$ cat src/rtl/reg_file_sb.sv
// reg_file_sb: integer register file with a per-register busy scoreboard.
//
// Purpose:
//   Holds REG_NUM architectural registers of REG_LEN bits. Register 0 is
//   hardwired to zero. Two combinational read ports return operand data and
//   a busy flag that says whether an older instruction still owes a result
//   to that register. Issue marks a destination pending. Write-back stores
//   data and clears the pending mark. Flush clears every pending mark.
//   With BYPASS=1, a write-back is forwarded to the read ports in the same
//   cycle, and the busy flag is masked for that read.
//
// Ports:
//   clk, rst_n          clock, asynchronous active-low reset
//   rs1, rs2            read addresses
//   rs1_d, rs2_d        read data (combinational)
//   rs1_busy, rs2_busy  operand has an outstanding producer (combinational)
//   rd, rd_d, reg_wr    write-back address, data and enable
//   iss_rd, iss_vld     destination of the issuing instruction, issue enable
//   flush               clear all busy bits
//   pend_cnt            registered count of busy registers
module reg_file_sb #(
  parameter int REG_LEN  = 32,
  parameter int ADDR_LEN = 5,
  parameter int REG_NUM  = 32,
  parameter int BYPASS   = 1
) (
  input  logic                clk,
  input  logic                rst_n,
  input  logic [ADDR_LEN-1:0] rs1,
  input  logic [ADDR_LEN-1:0] rs2,
  output logic [REG_LEN-1:0]  rs1_d,
  output logic [REG_LEN-1:0]  rs2_d,
  output logic                rs1_busy,
  output logic                rs2_busy,
  input  logic [ADDR_LEN-1:0] rd,
  input  logic [REG_LEN-1:0]  rd_d,
  input  logic                reg_wr,
  input  logic [ADDR_LEN-1:0] iss_rd,
  input  logic                iss_vld,
  input  logic                flush,
  output logic [ADDR_LEN:0]   pend_cnt
);

  // Storage starts at index 1. Register 0 has no flop and always reads
  // as zero.
  logic [REG_LEN-1:0] regs_q [1:REG_NUM-1];
  logic [REG_LEN-1:0] regs_d [1:REG_NUM-1];
  logic [REG_NUM-1:1] busy_q;
  logic [REG_NUM-1:1] busy_d;
  logic [ADDR_LEN:0]  pend_cnt_q;
  logic [ADDR_LEN:0]  pend_cnt_d;

  // Set when the write-back targets a real, writable register. Address 0
  // and out-of-range addresses never match the loop index.
  logic wr_hit;

  always_comb begin : wr_decode
    wr_hit = 1'b0;
    for (int i = 1; i < REG_NUM; i++) begin
      if (reg_wr && rd == ADDR_LEN'(i)) begin
        wr_hit = 1'b1;
      end
    end
  end

  // Next state. The assignments are ordered so that the later ones take
  // priority: write-back clears, issue sets, and flush clears all.
  always_comb begin : next_state
    regs_d     = regs_q;
    busy_d     = busy_q;
    pend_cnt_d = '0;
    for (int i = 1; i < REG_NUM; i++) begin
      if (reg_wr && rd == ADDR_LEN'(i)) begin
        regs_d[i] = rd_d;
        busy_d[i] = 1'b0;
      end
      if (iss_vld && iss_rd == ADDR_LEN'(i)) begin
        busy_d[i] = 1'b1;
      end
      if (flush) begin
        busy_d[i] = 1'b0;
      end
      pend_cnt_d = pend_cnt_d + (ADDR_LEN+1)'(busy_d[i]);
    end
  end

  // Read ports. Address 0 and unmapped addresses fall through to zero and
  // not-busy. A same-cycle write-back overrides the stored value and
  // clears the busy flag when forwarding is enabled.
  always_comb begin : read_ports
    rs1_d    = '0;
    rs2_d    = '0;
    rs1_busy = 1'b0;
    rs2_busy = 1'b0;
    for (int i = 1; i < REG_NUM; i++) begin
      if (rs1 == ADDR_LEN'(i)) begin
        rs1_d    = regs_q[i];
        rs1_busy = busy_q[i];
      end
      if (rs2 == ADDR_LEN'(i)) begin
        rs2_d    = regs_q[i];
        rs2_busy = busy_q[i];
      end
    end
    if (BYPASS != 0) begin
      if (wr_hit && rd == rs1) begin
        rs1_d    = rd_d;
        rs1_busy = 1'b0;
      end
      if (wr_hit && rd == rs2) begin
        rs2_d    = rd_d;
        rs2_busy = 1'b0;
      end
    end
  end

  always_ff @(posedge clk or negedge rst_n) begin
    if (!rst_n) begin
      for (int i = 1; i < REG_NUM; i++) begin
        regs_q[i] <= '0;
      end
      busy_q     <= '0;
      pend_cnt_q <= '0;
    end else begin
      regs_q     <= regs_d;
      busy_q     <= busy_d;
      pend_cnt_q <= pend_cnt_d;
    end
  end

  assign pend_cnt = pend_cnt_q;

endmodule

$ cat config.mk
export PLATFORM = sky130hd
export DESIGN_NAME = reg_file_sb
export DESIGN_NICKNAME = d
export VERILOG_FILES = /design/src/rtl/reg_file_sb.sv
export SDC_FILE = /design/constraint.sdc
export NUM_CORES = 2
export LEC_CHECK = 0
export CAP_MARGIN = 20
export CORE_MARGIN = 10
export CORE_UTILIZATION = 68
export CTS_CLUSTER_DIAMETER = 50
export CTS_CLUSTER_SIZE = 12
export DETAILED_ROUTE_END_ITERATION = 6
export PLACE_DENSITY = 0.83
export REMOVE_ABC_BUFFERS = 1
export SYNTH_ARGS = -nofsm -noshare
export SYNTH_HDL_FRONTEND = slang
export SYNTH_SLANG_ARGS = --single-unit
$ cat constraint.sdc
create_clock -name clk -period 13.1 [get_ports clk]
set_input_delay 2.62 -clock clk [delete_from_list [all_inputs] [get_ports clk]]
set_output_delay 2.62 -clock clk [all_outputs]
set_load 0.01 [all_outputs]
# Word level (Yosys, flattened, before mapping)
# Cells that the tools add are included.
word_totals:
  reg_bits: 1029
  input_bits: 57
  output_inout_bits: 72
  wordCells: 505
op_classes:
  add_sub_neg: 30
  eq_ne: 126
  n_mux: 252
  reduce_logical: 64
op_table:
  columns: ["operator", "count"]
  rows:
  - ["32-bit two-way mux", 64]
  - ["5-bit equality test, second input constant", 64]
  - ["1-bit two-way mux", 188]
  - ["5-bit by 4-bit equality test with 1-bit output, second input constant", 32]
  - ["6-bit by 1-bit adder with 6-bit output", 25]
  - ["5-bit by 3-bit equality test with 1-bit output, second input constant", 16]
  - ["1-bit logical AND", 64]
  - ["5-bit by 2-bit equality test with 1-bit output, second input constant", 8]
  - ["5-bit by 1-bit equality test with 1-bit output, second input constant", 4]
  - ["5-bit equality test", 2]
  - ["5-bit by 1-bit adder with 6-bit output", 1]
  - ["4-bit by 1-bit adder with 5-bit output", 1]
  - ["3-bit by 1-bit adder with 4-bit output", 1]
  - ["2-bit by 1-bit adder with 3-bit output", 1]
  - ["1-bit by 1-bit adder with 2-bit output", 1]

# Logic depth before layout (Yosys ltp)
depth:
  word_depth: 35
  ltp_mapped: 24

# Worst setup path after synthesis
# Ideal clock, no wire load.
synth_path:
  path_kind: "input-to-reg"
  from: "in rd[4]"
  to: "reg pend_cnt_q[4] (netlist: pend_cnt[4])"
  setup_ns: 0.080
  arrival_time_ns: 8.046
  slack_ns: 4.974
  cell_stages: 22
  cell_sequence: "clkbuf_1 -> nand2b_1 -> nor3_1 -> nand3_1 -> clkbuf_1 -> a32oi_1 -> nor2_1 -> fa_1 -> fa_1 -> inv_1 -> fa_1 -> fa_1 -> fa_1 -> inv_1 -> fa_1 -> inv_1 -> fa_1 -> inv_1 -> fa_1 -> a21o_1 -> a21oi_1 -> xnor2_1"
synth_between:
  elab_cells_between_ends: 185
  classes_between: "add/sub: 30; eq/ne: 31; mux: 93; reduce/logical: 31"
synth_lines:
  columns: ["item", "line", "rtl"]
  rows:
  - ["start, declared", "35", "input logic [ADDR_LEN-1:0] rd,"]
  - ["5-bit by 4-bit equality test with 1-bit output", "73", "if (reg_wr && rd == ADDR_LEN'(i)) begin"]
  - ["1-bit logical AND", "73", null]
  - ["1-bit two-way mux", "73", null]
  - ["1-bit two-way mux", "77", "if (iss_vld && iss_rd == ADDR_LEN'(i)) begin"]
  - ["1-bit two-way mux", "80", "if (flush) begin"]
  - ["via busy_d, one bit", "49", "logic [REG_NUM-1:1] busy_d;"]
  - ["6-bit by 1-bit adder with 6-bit output (20 in series)", "83", "pend_cnt_d = pend_cnt_d + (ADDR_LEN+1)'(busy_d[i]);"]
  - ["via pend_cnt_d[4]", "51", "logic [ADDR_LEN:0] pend_cnt_d;"]
  - ["end signal, assigned", "127", "pend_cnt_q <= pend_cnt_d;"]
  - ["end, declared", "50", "logic [ADDR_LEN:0] pend_cnt_q;"]
# The timed path passes the listed nets, and every way through them passes these cells.
# A chain may end at the register's enable or synchronous reset.

# Final worst setup path
layout_path:
  from: "in rs1[1]"
  to: "out rs1_d[18]"
layout_between:
  elab_chain_len: 33
  elab_cells_between_ends: 65
  classes_between: "eq/ne: 32; mux: 32; reduce/logical: 1"
layout_lines:
  columns: ["item", "line", "rtl"]
  rows:
  - ["start, declared", "29", "input logic [ADDR_LEN-1:0] rs1,"]
  - ["5-bit by 1-bit equality test with 1-bit output", "96", "if (rs1 == ADDR_LEN'(i)) begin"]
  - ["32-bit two-way mux (31 in series)", "96", null]
  - ["32-bit two-way mux *", "106", "if (wr_hit && rd == rs1) begin"]
  - ["end, declared", "31", "output logic [REG_LEN-1:0] rs1_d,"]
# Mark *: on every way between the ends. The rest lies on a longest branch, timed or not.

==> summary.md <==
| Metric | Value |
|---|---|
| Final WL | 219 mm |
| Clk network pwr share | 35.7% |
| Largest stage delay on the critical path | 1.04 ns |
| Leak pwr | 27.9 nW |
| Buf+Inv Stages, Crit Path | 3 |
| Avg WL per Cell | 33.3 um |
| Syn avg cell area | 10.7 um2 |
| Final-layout fill cell count | 5482 |
| Proportion of layout cells with a drive suffix above 1 | 28.2% |
| Hold Fails Final Rpt | 0 |
| Pwr Density | 148 nW/um2 |
| Final HPWL DP | 133 mm |
| Post-CTS Setup Bufs | 0 |
| Max-slew violation count | 0 |
| DRC | 116 |
| Clock sink total | 1029 |
| Largest net degree at the start of global routing | 170 |
| Sw Share | 30.4% |
| Worst rel slew slack | 17.8% |
| CP endpoint kind | primary output |
| Data required time of the worst path | 10.48 ns |
| Flop pwr share | 45.4% |
| Hold slack | 0.511 ns |
| Initial detailed-routing violation count | 9886 |
| Register area share after synthesis | 43.7% |
| Fin util | 75.8% |
| Mapped Cells | 5501 |
| Reg2Reg Depth | 18 |
| Worst-margin pin slew | 1.23 ns |
| Min Tclk post-route | 10.07 ns |
| Failing checks | design-rule violations |
| CTS tree | yes |
| Clock Latency Late Sink | 0.72 ns |
| Crit-path most repeated cell | a22o_1 |
| Critical path data arrival time | 7.45 ns |
| Ys Warns | 0 |
| Crit path depth | 10 |
| Die Wd | 314 um |
| Vias | 52.1k |
| Max-cap violations | 0 |
| Crit Path Category | input port to primary output |
| Cts repair resizes | 0 |
| Final nets | 5426 |
| Gr ovfl total | 0 |
| Final Skew | 0.0187 ns |
| Root buf cell | clkbuf_16 |
| H-tree depth | 3 |
| FFs w/ async S/R, synth | 100% |
| Vias in the first global route | 51.3k |
| Count of cell types in the netlist | 83 |
| Initial antenna violation count | 4 |
| Area of the multi-input gates | 30700 um2 |
| GP Congestion | 1.08 |
| Achievable Freq | 0.0993 GHz |
| Layout area overhead | 10.1% |
| Post-CTS Hold Buffers | 0 |
| #FFs+latches synth | 1029 |
| Register-to-register setup slack | 7.84 ns |
| P_sw | 0.00291 W |
| Clock-pin slew on the worst setup and hold paths | 0.05 ns |
| Reg2reg end | pend_cnt[4]$_DFF_PN0_ |
| Comb pwr share | 18.9% |
| GRT Overall Usage | 42.7% |
| Drt first pass iters | 7 |
| Maximum clock path buffer count | 3 |
| Die height | 314 um |
| Die ar. | 98800 um2 |
| Sequential standard cell area | 25700 um2 |
| Crit Path Max Fanout | 77 |
| Internal Pwr Total | 0.00665 W |
| Worst reg2reg path startpoint | busy_q[26]$_DFF_PN0_ |
| RSZ-0062 raised after global routing | no |
| Post-Syn Area | 58900 um2 |
| Worst Setup SP | rs1[1] |
| Setup tns final | 0 ns |
| Initial Util | 68.8% |
| # port buffers | 128 |
| Worst-case vdd ir drop | 0.000153 V |
| Number of synthesized flops with an enable pin | 0 |
| Worst path cell trace | buf_8 > buf_4 > nand2b_2 > o21ai_0 > a22o_1 > a21oi_1 > nor3_1 > o21ai_1 > a22o_1 > clkdlybuf4s50_1 |
| Outcome | finished with violations |
| Ports | 129 |
| Core area | 85500 um2 |
| HP Class | flop to flop |
| CP top delay family | buffers and inverters |
| Final Setup Violations | 0 |
| Crit start category | input port |
| Max stage delay cell, worst path | nand2b_2 |
| Tcrit/Tclk final | 76.9% |
| Routed Antenna Nets | 0 |
| Row count | 107 |
| Global-route wire length before repair | 324 mm |
| Setup crit end | rs1_d[18] |
| TritonCTS Buffers | 118 |
| Most common flop cell mapped by yosys | dfrtp_1 |
| Routed vias/inst | 7.93 |
[power groups by stage]
stage          Clock, W  Sequential, W  Combinational, W
6_report        0.00341        0.00434           0.00181
5_1_grt         0.00351        0.00438           0.00190
4_1_cts         0.00339        0.00429           0.00174
3_5_place_dp          0        0.00434           0.00172
3_3_place_gp          0        0.00429           0.00165
2_1_floorplan         0        0.00415           0.00111
[flip-flops by register name (all words and copies together) (netlist names)]
signal    cells
pend_cnt      6
regs_q      992
busy_q       31
[cells in the final DEF (no fill, tap or decap), drive strengths merged, types with 117 or more instances in the layout]
master            n
mux2           1078
dfrtp          1029
o21ai           462
nor2            353
a21oi           257
mux2i           237
o22ai           169
buf             165
nand2           159
clkbuf          150
clkdlybuf4s50   120
o221ai          117
[cell type report]
type                    count  area share (%)
diodes                      6          0.0232
clock buffers             143            4.98
clock inverters            58            1.14
inverters                  56           0.324
multi-input cells        3842            47.3
flip-flops and latches   1029            39.7
well taps                1144            2.21
repair buffers            292            4.26
[worst min-delay path by stage]
stage	from	endpoint	slack [ns]	cells after the start
3_5_place_dp	regs_q[254]$_DFFE_PN0P_	regs_q[254]$_DFFE_PN0P_	0.49	2
6_report	regs_q[254]$_DFFE_PN0P_	regs_q[254]$_DFFE_PN0P_	0.51	2
4_1_cts	regs_q[254]$_DFFE_PN0P_	regs_q[254]$_DFFE_PN0P_	0.51	2
5_1_grt	regs_q[840]$_DFFE_PN0P_	regs_q[840]$_DFFE_PN0P_	0.54	1
3_3_place_gp	regs_q[766]$_DFFE_PN0P_	regs_q[766]$_DFFE_PN0P_	0.48	2
2_1_floorplan	regs_q[158]$_DFFE_PN0P_	regs_q[158]$_DFFE_PN0P_	0.46	2
[per-stage QoR]
stage          area (um2)  total power [W]  worst slack (ns)  cells
2_1_floorplan       56400          0.00526              1.89   4927
3_3_place_gp        60500          0.00595              3.36   6350
3_5_place_dp        60700          0.00606              3.43   6356
4_1_cts             64600          0.00942              3.43   6557
5_1_grt             64800          0.00980              3.12   6565
6_report            64800          0.00956              3.03   6570
[worst register-to-register path, delay by kind of cell, from the launching register on]
kind | cells | cell delay [ns]
adder cells (fa/ha/maj) | 8 | 3.57
AO/OA/AOI/OAI | 4 | 0.76
flip-flops | 1 | 0.40
buffers and inverters | 5 | 0.32
XOR/XNOR | 1 | 0.13
[per-layer routing]
layer	vias to the layer above	track usage [%]	part of all wire, %
met3	1174	20.9	17
met1	25600	54.1	36
met5	-	1.53	0.14
met4	12	22.3	5.9
li1	20300	-	-
met2	4931	59.5	41
[Yosys cell counts (9+ instances only)]
| cell type | count | area (um2) |
|---|---|---|
| o21ai_0 | 409 | 2050 |
| nand3b_1 | 10 | 75.1 |
| o22ai_1 | 169 | 1060 |
| nor2_1 | 349 | 1310 |
| mux4_2 | 32 | 721 |
| o21ai_1 | 53 | 265 |
| nand2b_1 | 23 | 144 |
| mux2_2 | 1055 | 11900 |
| o22a_1 | 56 | 490 |
| buf_1 | 24 | 90.1 |
| a21o_1 | 48 | 360 |
| o32a_1 | 29 | 290 |
| a211o_1 | 28 | 245 |
| mux2_1 | 23 | 259 |
| a2bb2oi_1 | 31 | 272 |
| nand3_1 | 82 | 410 |
| o21a_1 | 31 | 233 |
| dfrtp_1 | 1029 | 25700 |
| nand4_1 | 30 | 188 |
| a22o_1 | 57 | 499 |
| nand2_1 | 155 | 582 |
| nor2b_1 | 22 | 138 |
| inv_1 | 54 | 203 |
| o211ai_1 | 92 | 691 |
| a211oi_1 | 12 | 90.1 |
| clkbuf_1 | 361 | 1360 |
| a311oi_1 | 27 | 236 |
| a31oi_1 | 69 | 432 |
| a221oi_1 | 9 | 78.8 |
| nor3_1 | 74 | 370 |
| o221ai_1 | 117 | 1020 |
| buf_4 | 31 | 233 |
| a32oi_1 | 13 | 114 |
| a21oi_1 | 257 | 1290 |
| mux2i_1 | 237 | 2370 |
| a22oi_1 | 94 | 706 |
| buf_2 | 152 | 761 |
| fa_1 | 23 | 460 |
[cells by family after synthesis]
family / synth area share, %
AND/OR/NAND/NOR: 6.38
flip-flops: 43.7
multiplexers: 25.9
AO/OA/AOI/OAI: 18.3
adder cells (fa/ha/maj): 0.931
XOR/XNOR: 0.193
buffers and inverters: 4.61
Power figures use the tool's default switching activity.
